===== src/rtl/vc_input_port.sv =====
// Virtual-channel input port: one circular flit FIFO per VC plus a per-VC
// route/VC-allocation FSM (IDLE -> REQ -> WAIT_VC -> ACTIVE) that gates pops.
module vc_input_port #(
  parameter  int NUM_VCS    = 2,
  parameter  int DEPTH      = 8,
  parameter  int FLIT_WIDTH = 40,
  localparam int VW         = (NUM_VCS > 1) ? $clog2(NUM_VCS) : 1,
  localparam int AW         = $clog2(DEPTH)
) (
  input  logic                          clk,
  input  logic                          rst,
  input  logic                          in_valid,
  input  logic [VW-1:0]                 in_vc,
  input  logic [FLIT_WIDTH-1:0]         in_flit,
  input  logic                          in_last,
  output logic [NUM_VCS-1:0]            available,
  output logic [NUM_VCS-1:0]            credit_out,
  output logic [NUM_VCS-1:0]            req_pipeline,
  input  logic [NUM_VCS-1:0]            pipeline_granted,
  input  logic [NUM_VCS-1:0]            pipeline_failed,
  input  logic [NUM_VCS-1:0]            vc_granted,
  input  logic [VW-1:0]                 final_vc,
  output logic [NUM_VCS-1:0]            active,
  output logic [NUM_VCS*VW-1:0]         buffer_vc,
  input  logic [NUM_VCS-1:0]            ren,
  output logic [NUM_VCS*FLIT_WIDTH-1:0] rdata,
  output logic [NUM_VCS-1:0]            rlast,
  output logic [NUM_VCS-1:0]            empty,
  input  logic [NUM_VCS-1:0]            flush,
  output logic [NUM_VCS-1:0]            overflow
);

  typedef enum logic [1:0] {
    ST_IDLE,
    ST_REQ,
    ST_WAIT_VC,
    ST_ACTIVE
  } vc_state_e;

  logic [FLIT_WIDTH:0] mem_q    [NUM_VCS][DEPTH];
  logic [AW:0]         wr_ptr_q [NUM_VCS];
  logic [AW:0]         wr_ptr_d [NUM_VCS];
  logic [AW:0]         rd_ptr_q [NUM_VCS];
  logic [AW:0]         rd_ptr_d [NUM_VCS];
  vc_state_e           state_q  [NUM_VCS];
  vc_state_e           state_d  [NUM_VCS];
  logic [VW-1:0]       bvc_q    [NUM_VCS];
  logic [VW-1:0]       bvc_d    [NUM_VCS];
  logic [NUM_VCS-1:0]  ovf_q, ovf_d;
  logic [NUM_VCS-1:0]  credit_q;

  logic [NUM_VCS-1:0]  full, wr_hit, wr_en, pop_eff;
  logic [FLIT_WIDTH:0] head [NUM_VCS];

  // Occupancy flags, write/pop qualification and per-VC outputs.
  // NOTE: every signal written in an always_comb gets a default first so no
  // path through the block leaves it unassigned (which would infer a latch).
  always_comb begin
    empty        = '0;
    available    = '0;
    full         = '0;
    wr_hit       = '0;
    wr_en        = '0;
    pop_eff      = '0;
    rdata        = '0;
    rlast        = '0;
    active       = '0;
    req_pipeline = '0;
    buffer_vc    = '0;
    for (int v = 0; v < NUM_VCS; v++) begin
      head[v]      = mem_q[v][rd_ptr_q[v][AW-1:0]];
      empty[v]     = (wr_ptr_q[v] == rd_ptr_q[v]);
      full[v]      = (wr_ptr_q[v][AW-1:0] == rd_ptr_q[v][AW-1:0]) &&
                     (wr_ptr_q[v][AW] != rd_ptr_q[v][AW]);
      available[v] = ~full[v];
      wr_hit[v]    = in_valid && (in_vc == VW'(v));
      pop_eff[v]   = ren[v] && !empty[v] && (state_q[v] == ST_ACTIVE) && !flush[v];
      // A pop in the same cycle frees the slot, so a full VC can still accept.
      wr_en[v]     = wr_hit[v] && !flush[v] && (!full[v] || pop_eff[v]);
      rdata[v*FLIT_WIDTH +: FLIT_WIDTH] = head[v][FLIT_WIDTH-1:0];
      rlast[v]        = head[v][FLIT_WIDTH];
      active[v]       = (state_q[v] == ST_ACTIVE);
      req_pipeline[v] = (state_q[v] == ST_REQ);
      buffer_vc[v*VW +: VW] = bvc_q[v];
    end
  end

  // Next-state: pointers, sticky overflow and the per-VC allocation FSM.
  always_comb begin
    ovf_d = ovf_q;
    for (int v = 0; v < NUM_VCS; v++) begin
      wr_ptr_d[v] = wr_ptr_q[v];
      rd_ptr_d[v] = rd_ptr_q[v];
      state_d[v]  = state_q[v];
      bvc_d[v]    = bvc_q[v];
      if (flush[v]) begin
        wr_ptr_d[v] = '0;
        rd_ptr_d[v] = '0;
        state_d[v]  = ST_IDLE;
      end else begin
        if (wr_en[v])   wr_ptr_d[v] = wr_ptr_q[v] + 1'b1;
        if (pop_eff[v]) rd_ptr_d[v] = rd_ptr_q[v] + 1'b1;
        if (wr_hit[v] && !wr_en[v]) ovf_d[v] = 1'b1;
        unique case (state_q[v])
          ST_IDLE:    if (!empty[v]) state_d[v] = ST_REQ;
          ST_REQ:     if (pipeline_granted[v]) state_d[v] = ST_WAIT_VC;
          ST_WAIT_VC: begin
            // A VC grant wins over a same-cycle pipeline failure.
            if (vc_granted[v]) begin
              state_d[v] = ST_ACTIVE;
              bvc_d[v]   = final_vc;
            end else if (pipeline_failed[v]) begin
              state_d[v] = ST_REQ;
            end
          end
          ST_ACTIVE:  if (pop_eff[v] && head[v][FLIT_WIDTH]) state_d[v] = ST_IDLE;
          default:    state_d[v] = ST_IDLE;
        endcase
      end
    end
  end

  always_ff @(posedge clk) begin
    if (rst) begin
      ovf_q    <= '0;
      credit_q <= '0;
      for (int v = 0; v < NUM_VCS; v++) begin
        wr_ptr_q[v] <= '0;
        rd_ptr_q[v] <= '0;
        state_q[v]  <= ST_IDLE;
        bvc_q[v]    <= '0;
      end
    end else begin
      ovf_q    <= ovf_d;
      credit_q <= pop_eff;
      for (int v = 0; v < NUM_VCS; v++) begin
        wr_ptr_q[v] <= wr_ptr_d[v];
        rd_ptr_q[v] <= rd_ptr_d[v];
        state_q[v]  <= state_d[v];
        bvc_q[v]    <= bvc_d[v];
      end
    end
  end

  // NOTE: flit storage is deliberately not reset; the pointers define which
  // entries are valid, so stale contents are never observable.
  always_ff @(posedge clk) begin
    for (int v = 0; v < NUM_VCS; v++) begin
      if (wr_en[v]) mem_q[v][wr_ptr_q[v][AW-1:0]] <= {in_last, in_flit};
    end
  end

  assign credit_out = credit_q;
  assign overflow   = ovf_q;

endmodule


===== config.mk =====
export PLATFORM = sky130hd
export DESIGN_NAME = vc_input_port
export DESIGN_NICKNAME = d
export VERILOG_FILES = /design/src/rtl/vc_input_port.sv
export SDC_FILE = /design/constraint.sdc
export NUM_CORES = 1
export LEC_CHECK = 0
export BUFFER_PORTS_ARGS = -buffer_cell sky130_fd_sc_hd__buf_2
export CAP_MARGIN = 10
export CORE_MARGIN = 1
export CORE_UTILIZATION = 40
export DETAILED_ROUTE_END_ITERATION = 6
export MAX_ROUTING_LAYER = met4
export PLACE_DENSITY = 0.53
export SLEW_MARGIN = 10
export SYNTH_ARGS = -nofsm -noshare
export SYNTH_HDL_FRONTEND = slang
export SYNTH_SLANG_ARGS = --single-unit

===== constraint.sdc =====
create_clock -name clk -period 7.77 [get_ports clk]
set_input_delay 1.1655 -clock clk [delete_from_list [all_inputs] [get_ports clk]]
set_output_delay 1.1655 -clock clk [all_outputs]
set_load 0.01 [all_outputs]

======== After elaboration in Yosys (flattened, before gate mapping) ========
Memories as Yosys holds them, arrays and structs flattened.
Index checks and enable logic that the tools add are counted.
word-level totals
  flip-flop bits (word level) ............. 4
  logic and storage cells ................. 138
  memories kept ........................... 5
  output and inout port bits .............. 96
  bits in writable memories ............... 678
cells by class
  bitwise logic cells ..................... 17
  reduce and logical (&&, ||, !) cells .... 35
  add/subtract/negate cells ............... 4
  equal/unequal tests ..................... 12
  magnitude comparators ................... 6
  multiplexer cells ....................... 56
memories
  memory    words  bits a word  rd ports  clocked after Yosys merged registers in  write ports  line  source
  mem_q     2      328          2         0                                        1            40    logic [FLIT_WIDTH:0] mem_q [NUM_VCS][DEPTH];
  rd_ptr_q  2      4            2         0                                        2            43    logic [AW:0] rd_ptr_q [NUM_VCS];
  wr_ptr_q  2      4            2         0                                        2            41    logic [AW:0] wr_ptr_q [NUM_VCS];
  state_q   2      2            2         0                                        2            45    vc_state_e state_q [NUM_VCS];
  bvc_q     2      1            2         0                                        2            47    logic [VW-1:0] bvc_q [NUM_VCS];
operators with widths
  operator                                                                number
  328-bit 2-to-1 mux                                                      4
  328-bit OR reduction                                                    1
  41-bit binary-select mux with 3-bit select                              2
  41-bit demux with 3-bit select                                          2
  41-bit 2-to-1 mux                                                       6
  4-bit 2-to-1 mux                                                        12
  2-bit 2-to-1 mux                                                        14
  1-bit logical AND                                                       20
  4-bit by 1-bit adder with 4-bit output (second input constant)          4
  4-bit >= comparator (second input constant)                             4
  3-bit inverter with 4-bit output                                        4
  2-bit case mux with 4 select lines                                      2
  1-bit 2-to-1 mux                                                        14
  2-bit equality test (second input constant)                             4
  4-bit equality test                                                     2
  1-bit logical NOT                                                       8
  4-bit by 1-bit < comparator with 1-bit output (second input constant)   2
  1-bit bitwise OR                                                        8
  3-bit equality test                                                     2
  1-bit inverter                                                          5
  2-bit by 1-bit equality test with 1-bit output (second input constant)  2
  2-bit logical NOT                                                       2
  2-bit AND reduction                                                     2
  1-bit logical OR                                                        2
  1-bit inequality test                                                   2

======== Logic depth before layout (Yosys ltp) ========
Gate-level depths: netlist of the first run.
  depth in word-level cells ............... 11
  mapped depth ............................ 6
  gate-level depth less buffers ........... 5

======== Worst setup path after synthesis of the first run ========
No wires, ideal clock.
  path kind ............................... in2reg
  start ................................... input flush[0]
  end ..................................... memory mem_q[0][100] in the netlist's numbering, enable pin
  library setup time ...................... 557 ps
  data arrival time ....................... 6257 ps
  buffers on the path ..................... 1
  slack ................................... 956 ps
  data required time ...................... 7213 ps
  stages .................................. 4
  cells stage by stage .................... clkbuf_1 > nor3b_1 > o21ai_2 > nor4b_1
on the way
  word-level cells in the longest chain between the ends .. 7
ends and longest elaborated chain
  what                                          line    source
  from (decl)                                   29      input logic [NUM_VCS-1:0] flush,
  1-bit logical NOT (*)                         77, 79
  1-bit logical AND                             77      pop_eff[v] = ren[v] && !empty[v] && (state_q[v] == ST_ACTIVE) && !flush[v];
  1-bit logical OR                              79      wr_en[v] = wr_hit[v] && !flush[v] && (!full[v] || pop_eff[v]);
  1-bit logical AND (*)                         79
  1-bit 2-to-1 mux (*)                          149     if (wr_en[v]) mem_q[v][wr_ptr_q[v][AW-1:0]] <= {in_last, in_flit};
  328-bit 2-to-1 mux (not written as such) (*)  149
  328-bit 2-to-1 mux (no source line) (*)       -
  to (decl)                                     40
Every way passes the cells marked *; elsewhere a longest branch is shown, timed or not.

==> flow_metrics.py, run 1 <==
metrics = {
    "floorplan": {
        "rows": 93,
        "fp.dieW_um": 258,
        "core_um2": 64600,
        "dieArea_um2": 66500,
        "die_h_um": 258,
        "start_util": 0.405,
        "ios": 152,
    },
    "timing": {
        "rsz0062_at_grt": "false",
        "worstMarginPinSlew_ns": 0.944,
        "post-route-period-util": 0.578,
        "drv_slew": 0,
        "skew_ns": 0.0216,
        "max_freq_mhz": 223,
        "period_minus_slack_ns": 4.49,
        "finalWorstSetupSlack_ns": 3.28,
        "hold_ws_ns": 0.473,
        "setup_tns_ns": 0,
        "maxSlewHeadroom": 0.370,
        "setup_viol": 0,
        "finalHoldViolCount": 0,
    },
    "hold_path": {
        "hp-class": "flip-flop to flip-flop",
        "hold_end": "overflow[1]",
        "min_from": "overflow[1]",
        "hold_depth": 2,
    },
    "clock_network": {
        "cts_tree": "yes",
        "cts.sinks": 682,
        "clockRootBuffer": "clkbuf_16",
        "clkTransAtPathRegs_ns": 0.06,
        "cts.repair.resized": 0,
        "cts_max_path_buffers": 3,
        "cts_htree_levels": 3,
        "holdBufCountCts": 0,
        "clk_latency_ns": 0.61,
        "cts_buffers": 75,
        "cts_setup_buffers": 0,
    },
    "critical_path": {
        "max_stage_delay_ns": 0.75,
        "cpMaxStageDelayCell": "dfxtp_4",
        "crit_path_end_kind": "output port",
        "cp_max_fo": 47,
        "rr_endpoint": "mem_q[0][467]",
        "reg2reg_slack_ns": 3.77,
        "crit_chain": "buf_4 -> xor2_1 -> nor4_2 -> inv_1 -> buf_2",
        "r2r-start": "rd_ptr_q[0][5]",
        "required_ns": 6.60,
        "cp.arrival_ns": 3.32,
        "crit_type": "flip-flop to output port",
        "worst_setup_path_start_kind": "flip-flop",
        "reg2regPathDepth": 7,
    },
    "global_route": {
        "grt_max_degree": 52,
        "grt.overflow.total": 0,
        "grt_pass1_vias": 12800,
        "antenna_found_initial": 4,
        "grt_pass1_wl_um": 86500,
        "grtUsageTotal": 0.185,
    },
    "placement": {
        "dp_cells": 2120,
        "place.gp.congestion": 0.727,
        "hpwlAfterDp_um": 31000,
        "port_buffers": 151,
        "placed_area_um2": 28100,
        "place_ws_ns": 3.74,
    },
    "logic_synthesis": {
        "synthFlopType": "edfxtp_1",
        "yosysUniqueCellTypes": 47,
        "async_reset_ff_frac": 0,
        "synth_top_area_share": 0.752,
        "ys_top_cells_by_area": "edfxtp_1 (75%), mux4_2 (14%), mux2_2 (3.5%), dfxtp_1 (2.0%), clkbuf_1 (0.47%)",
        "synth_cells": 1147,
        "yosysTopAreaCell": "edfxtp_1",
        "synth_edf_count": 656,
        "yosysWarningCount": 0,
        "synth_area_um2": 26200,
        "syn_nets": 1207,
        "yosysSeqAreaShare": 0.772,
        "ys_ff_latch": 682,
        "avgSynthCellArea_um2": 22.8,
    },
    "layout": {
        "fillers": 5356,
        "layout-drive-gt1-share": 0.395,
        "post-route-util": 0.470,
        "nets": 1402,
        "final_cells": 2252,
        "post-route-cell-area_um2": 30400,
        "final_common_cell": "edfxtp_1",
        "layout_common_cells": "edfxtp_1 (656), mux4_2 (164), buf_2 (151)",
        "area_growth_pct": 15.9,
    },
    "detailed_routing": {
        "viasPerCell": 5.38,
        "drc_errors": 0,
        "drt_iter0_drc": 891,
        "wl_per_cell_um": 25.9,
        "vias": 12100,
        "routed_wl_um": 58300,
        "first_pass_iters": 5,
        "final_antenna_net_count": 0,
    },
    "power_and_ir_drop": {
        "power_mw": 7.52,
        "max-vdd-ir-drop_mv": 0.135,
        "power.density_nw_per_um2": 248,
        "leakage_nw": 9.47,
    },
    "outcome": {
        "status": "finished, final reports clean",
    },
    "run": {
        "cap_violations": 0,
    },
}
[registers in the layout, indices dropped and copies added, names as in the netlist]
register    cells
bvc_q           2
state_q         4
mem_q         656
wr_ptr_q        8
rd_ptr_q        8
overflow        2
credit_out      2
[logic make-up (layout without fill, tap and decap cells)]
kind of cell               count (synthesis)  after routing  share of synthesized area
xor gates and xnor gates                  14             14                    0.00468
DFF                                      682            682                      0.772
other                                      0              4                          0
and+or+nand+nor                           88             88                     0.0213
AOI/OAI and AO/OA                         37             37                    0.00908
buffers and inverters                     68            314                     0.0114
muxes                                    254            254                      0.179
adders and majority gates                  4              4                    0.00191
[final cells by class]
cell class | count | area [µm²] | share of cell area
Clock inverter | 36 | 323 | 0.0106
Tap cell | 855 | 1070 | 0.0352
Sequential cell | 682 | 20200 | 0.667
Clock buffer | 92 | 1960 | 0.0646
Timing Repair Buffer | 180 | 973 | 0.0321
Antenna cell | 4 | 10.0 | 0.000330
Multi-Input combinational cell | 397 | 5760 | 0.190
Inverter | 6 | 22.5 | 0.000742
[worst max-delay path by stage]
stage                               from             to  slack [ns]
after floorplan                 flush[0]  mem_q[0][100]        0.96
after global placement    rd_ptr_q[0][4]  mem_q[0][465]        3.85
after detailed placement  rd_ptr_q[0][4]  mem_q[0][467]        3.74
after CTS                 rd_ptr_q[0][4]   available[1]        3.19
after global routing      rd_ptr_q[0][4]   available[1]        2.99
final                     rd_ptr_q[0][5]   available[1]        3.28
[layer usage]
| metal | GRT usage | share of wire | wire length, µm |
|---|---|---|---|
| met2 | 0.282 | 0.48 | 28000 |
| met3 | 0.0338 | 0.039 | 2300 |
| met4 | 0.0449 | 0.019 | 1120 |
| met1 | 0.257 | 0.46 | 26900 |
| met5 | - | 0 | 0 |
[critical path, delay by kind of cell, from the launching register on]
| kind | cells | cell delay [ns] |
|---|---|---|
| buf+inv | 3 | 1.07 |
| flops | 1 | 0.75 |
| simple gates | 1 | 0.62 |
| xor+xnor | 1 | 0.16 |
[power breakdown]
part / leakage (nW) / internal [mW] / switching, mW
Clock: 1.11 / 1.95 / 1.38
Combinational: 2.23 / 0.0418 / 0.0910
Sequential: 6.12 / 4.04 / 0.00464
Total: 9.47 / 6.04 / 1.48
[synthesized netlist by cell type (4+ instances only)]
cell / instances
edfxtp_1: 656
mux4_2: 164
mux2_2: 82
clkbuf_1: 33
dfxtp_1: 26
buf_2: 23
nand2_1: 14
nor2_1: 14
a21oi_1: 10
mux2i_1: 8
o21ai_0: 8
or3_1: 8
xnor2_1: 8
nand3_1: 7
inv_1: 6
nand4_1: 6
nor4b_1: 6
xor2_1: 6
a31oi_1: 4
and4b_1: 4
buf_1: 4
ha_1: 4
nor4_2: 4
No activity file was read; power rests on OpenSTA's default activity.
==> run 2: changes to the inputs <==
Settings changed: PLACE_DENSITY 0.53 to 0.55.
Clock period 7.77 ns to 3.9 ns, I/O delays scaled along.
==> flow_metrics.py, run 2 (synthesis gave the netlist of run 1 again) <==
metrics = {
    "outcome": {
        "status": "finished, final reports clean",
    },
    "global_route": {
        "grt_max_degree": 88,
        "grtUsageTotal": 0.178,
        "grt_pass1_vias": 12700,
        "antenna_found_initial": 5,
        "grt.overflow.total": 0,
        "grt_pass1_wl_um": 83700,
    },
    "layout": {
        "fillers": 5340,
        "post-route-util": 0.472,
        "layout_common_cells": "edfxtp_1 (656), mux4_2 (164), buf_2 (151)",
        "layout-drive-gt1-share": 0.400,
        "largest_reg_flops": 656,
        "final_common_cell": "edfxtp_1",
        "regArea_um2": 20200,
        "post-route-cell-area_um2": 30500,
        "area_growth_pct": 16.5,
        "final_cells": 2256,
        "multi_input_area_um2": 5850,
        "nets": 1406,
    },
    "detailed_routing": {
        "vias": 12100,
        "drc_errors": 0,
        "drt_iter0_drc": 948,
        "first_pass_iters": 5,
        "viasPerCell": 5.37,
        "wl_per_cell_um": 24.9,
        "routed_wl_um": 56300,
        "final_antenna_net_count": 0,
    },
    "timing": {
        "setup_viol": 0,
        "maxSlewHeadroom": 0.382,
        "skew_ns": 0.0120,
        "finalHoldViolCount": 0,
        "max_freq_mhz": 294,
        "post-route-period-util": 0.873,
        "rsz0062_at_grt": "false",
        "drv_slew": 0,
        "period_minus_slack_ns": 3.41,
        "worstMarginPinSlew_ns": 0.927,
    },
    "clock_network": {
        "cts_tree": "yes",
        "clk_latency_ns": 0.61,
        "cts_htree_levels": 3,
        "cts_max_path_buffers": 3,
        "cts_buffers": 72,
        "holdBufCountCts": 0,
        "clkTransAtPathRegs_ns": 0.06,
        "cts.repair.resized": 0,
        "cts.sinks": 682,
        "cts_setup_buffers": 0,
        "clockRootBuffer": "clkbuf_16",
    },
    "power_and_ir_drop": {
        "leakage_nw": 9.50,
        "max-vdd-ir-drop_mv": 0.275,
        "power.density_nw_per_um2": 487,
    },
    "placement": {
        "port_buffers": 151,
        "placed_area_um2": 28300,
        "place.gp.congestion": 0.746,
        "hpwlAfterDp_um": 30500,
        "dp_cells": 2127,
    },
    "critical_path": {
        "cpMaxStageDelayCell": "dfxtp_2",
        "cp.arrival_ns": 2.82,
        "worst_setup_path_start_kind": "flip-flop",
        "required_ns": 3.31,
        "max_stage_delay_ns": 0.73,
        "cp_max_fo": 31,
        "crit_type": "flip-flop to output port",
        "crit_chain": "buf_4 -> mux4_2 -> mux2_2 -> buf_2",
        "crit_path_end_kind": "output port",
    },
    "floorplan": {
        "die_h_um": 258,
        "core_um2": 64600,
        "start_util": 0.405,
        "dieArea_um2": 66500,
        "fp.dieW_um": 258,
        "rows": 93,
        "ios": 152,
    },
    "hold_path": {
        "hp-class": "input port to flip-flop",
    },
    "run": {
        "cap_violations": 0,
    },
}
[run 2: changes by cell type in the layout (fill, tap and decap cells not counted), moves of 4 or more]
cell	before	now
nor4b_2	6	0
buf_12	0	5
clkinv_1	19	15
nor4b_4	0	6
[run 2: cell type report]
type | instances | area share
inverter | 6 | 0.000738
tap | 855 | 0.0351
multi-input combinational | 397 | 0.192
timing repair buffer | 187 | 0.0357
clock buffer | 89 | 0.0618
clock inverter | 38 | 0.0115
antenna | 2 | 0.000164
sequential | 682 | 0.663
[run 2: final timing paths]
path             startpoint             to  slack (ns)  cells past startpoint
max          rd_ptr_q[0][6]       rlast[1]        0.49                      4
min                final_vc    bvc_q[0][0]        0.23                      3
max reg2reg  wr_ptr_q[0][5]  mem_q[0][587]        0.92                      7
min reg2reg     overflow[1]    overflow[1]        0.46                      2
[run 2: critical path, delay by kind of cell (launching register included)]
family	cells	cell delay, ns
buffers and inverters	2	0.76
multiplexers	2	0.71
flip-flops	1	0.73
[run 2: report_power, final]
| part | switching, mW | total [mW] | leakage [nW] | internal (mW) |
|---|---|---|---|---|
| registers | 0.00784 | 8.06 | 6.12 | 8.05 |
| clock network | 2.75 | 6.53 | 1.09 | 3.78 |
| logic | 0.185 | 0.271 | 2.28 | 0.0859 |
[run 2: per-layer routing]
metal  global-route usage  up-vias  share of wire
met1                0.246     6480           0.46
met3               0.0317       80          0.049
li1                     -     5262              -
met4               0.0533        0          0.020
met5                    -        -              0
met2                0.270      291           0.47
[run 2: metrics by stage]
| step | hold WS (ns) | setup TNS, ns | power, mW | setup slack (ns) |
|---|---|---|---|---|
| finish | 0.231 | 0 | 14.9 | 0.494 |
| global route | 0.238 | 0 | 15.3 | 0.397 |
| CTS | 0.193 | 0 | 15.0 | 0.425 |
| detailed placement | 0.456 | 0 | 8.49 | 0.749 |
| global placement | 0.468 | 0 | 8.48 | 0.812 |
| floorplan | 0.456 | -63.01 | 8.31 | -0.328 |
==> run 3: changes to the inputs <==
Settings changed: CORE_MARGIN 1 to 2.
==> flow_metrics.py, run 3 (synthesis gave the netlist of run 1 again) <==
metrics = {
    "placement": {
        "dp_cells": 2121,
        "hpwlAfterDp_um": 30900,
        "place.gp.congestion": 0.757,
        "port_buffers": 151,
    },
    "floorplan": {
        "die_h_um": 260,
        "dieArea_um2": 67500,
        "start_util": 0.405,
        "ios": 152,
        "rows": 93,
        "fp.dieW_um": 260,
        "core_um2": 64600,
    },
    "timing": {
        "period_minus_slack_ns": 3.33,
        "finalHoldViolCount": 0,
        "drv_slew": 0,
        "post-route-period-util": 0.854,
        "maxSlewHeadroom": 0.441,
        "setup_viol": 0,
        "setup_tns_ns": 0,
        "worstMarginPinSlew_ns": 0.839,
        "max_freq_mhz": 300,
        "rsz0062_at_grt": "false",
        "skew_ns": 0.0253,
    },
    "power_and_ir_drop": {
        "power.density_nw_per_um2": 490,
        "max-vdd-ir-drop_mv": 0.383,
        "p_int_mw": 12.0,
        "switching_share": 0.197,
        "p_sw_mw": 2.96,
        "power_mw": 15.0,
        "combinationalPowerShare": 0.018,
        "pwr-share-seq": 0.538,
        "leakage_nw": 9.52,
        "clock_power_share": 0.444,
    },
    "layout": {
        "final_cells": 2257,
        "final_common_cell": "edfxtp_1",
        "nets": 1403,
        "largest_reg_flops": 656,
        "layout_common_cells": "edfxtp_1 (656), mux4_2 (164), buf_2 (151)",
        "area_growth_pct": 16.8,
        "layout-drive-gt1-share": 0.400,
        "post-route-util": 0.474,
    },
    "critical_path": {
        "rr_endpoint": "mem_q[0][95]",
        "crit_path_end_kind": "output port",
        "crit_type": "flip-flop to output port",
        "r2r-start": "wr_ptr_q[0][1]",
        "cp.arrival_ns": 2.75,
        "reg2reg_slack_ns": 0.80,
        "worst_setup_path_start_kind": "flip-flop",
        "cp_max_fo": 25,
        "required_ns": 3.31,
        "reg2regPathDepth": 6,
    },
    "clock_network": {
        "cts_htree_levels": 3,
        "cts_tree": "yes",
        "clkTransAtPathRegs_ns": 0.06,
        "cts.repair.resized": 0,
        "cts.sinks": 682,
        "holdBufCountCts": 0,
        "clk_latency_ns": 0.61,
        "cts_max_path_buffers": 3,
        "cts_buffers": 75,
        "cts_setup_buffers": 0,
        "clockRootBuffer": "clkbuf_16",
    },
    "detailed_routing": {
        "routed_wl_um": 56100,
        "first_pass_iters": 4,
        "vias": 12100,
        "wl_per_cell_um": 24.8,
        "viasPerCell": 5.36,
        "drt_iter0_drc": 892,
        "final_antenna_net_count": 0,
        "drc_errors": 0,
    },
    "run": {
        "cap_violations": 0,
    },
    "global_route": {
        "grt_pass1_vias": 12700,
        "antenna_found_initial": 2,
        "grt_max_degree": 86,
        "grt.overflow.total": 0,
        "grtUsageTotal": 0.174,
        "grt_pass1_wl_um": 83600,
    },
    "hold_path": {
        "min_from": "final_vc",
        "hold_depth": 3,
        "hp-class": "input port to flip-flop",
        "hold_end": "bvc_q[0][1]",
    },
    "outcome": {
        "status": "finished, final reports clean",
    },
}
[run 3: cell count changes in the layout (fill, tap and decap cells not counted), moves of 3 or more]
| cell | delta |
|---|---|
| buf_12 | +3 |
| clkbuf_16 | +3 |
| clkinv_2 | +3 |
| buf_4 | -9 |
[run 3: worst max-delay path by stage]
stage / from / end / slack (ns)
2_1_floorplan: flush[0] / mem_q[0][205] / -0.33
3_3_place_gp: wr_ptr_q[0][1] / mem_q[0][100] / 0.90
3_5_place_dp: wr_ptr_q[0][0] / mem_q[0][100] / 0.77
4_1_cts: rd_ptr_q[0][0] / rdata[0] / 0.48
5_1_grt: rd_ptr_q[0][0] / rdata[0] / 0.39
6_report: rd_ptr_q[0][0] / rdata[0] / 0.57
[run 3: power groups by stage]
stage               Sequential, mW  Clock, mW  Combinational (mW)
global placement              8.21          0               0.269
CTS                           8.06       6.83               0.281
detailed placement            8.21          0               0.280
finish                        8.06       6.64               0.271
global route                  8.06       7.09               0.301
floorplan                     8.22          0              0.0945
[run 3: layout make-up]
cell class / count / area, µm²
antenna: 2 / 5.00
clock buffer: 93 / 1990
multi-input combinational: 397 / 5850
tap: 855 / 1070
clock inverter: 41 / 332
fill: 5333 / 34000
timing repair buffer: 181 / 1080
sequential: 682 / 20200
inverter: 6 / 22.5
[run 3: routing by layer]
layer,wire length (µm),track usage,vias up
met5,0,-,-
met4,1340,0.0501,0
met3,2780,0.0354,98
met2,27000,0.271,283
met1,24900,0.234,6455
li1,-,-,5260
[run 3: through the flow]
step                hold slack (ns)  worst slack (ns)  cell area (µm²)
finish                        0.251             0.569            30600
global route                  0.246             0.391            30600
CTS                           0.219             0.478            30600
detailed placement            0.460             0.775            28300
global placement              0.469             0.899            28300
floorplan                     0.456            -0.328            26300
[run 3: critical path, stage by stage (launching register included)]
cell and delay (ns):
dfxtp_4 0.53, buf_4 0.52, mux4_2 0.58, mux2_2 0.34
buf_2 0.16
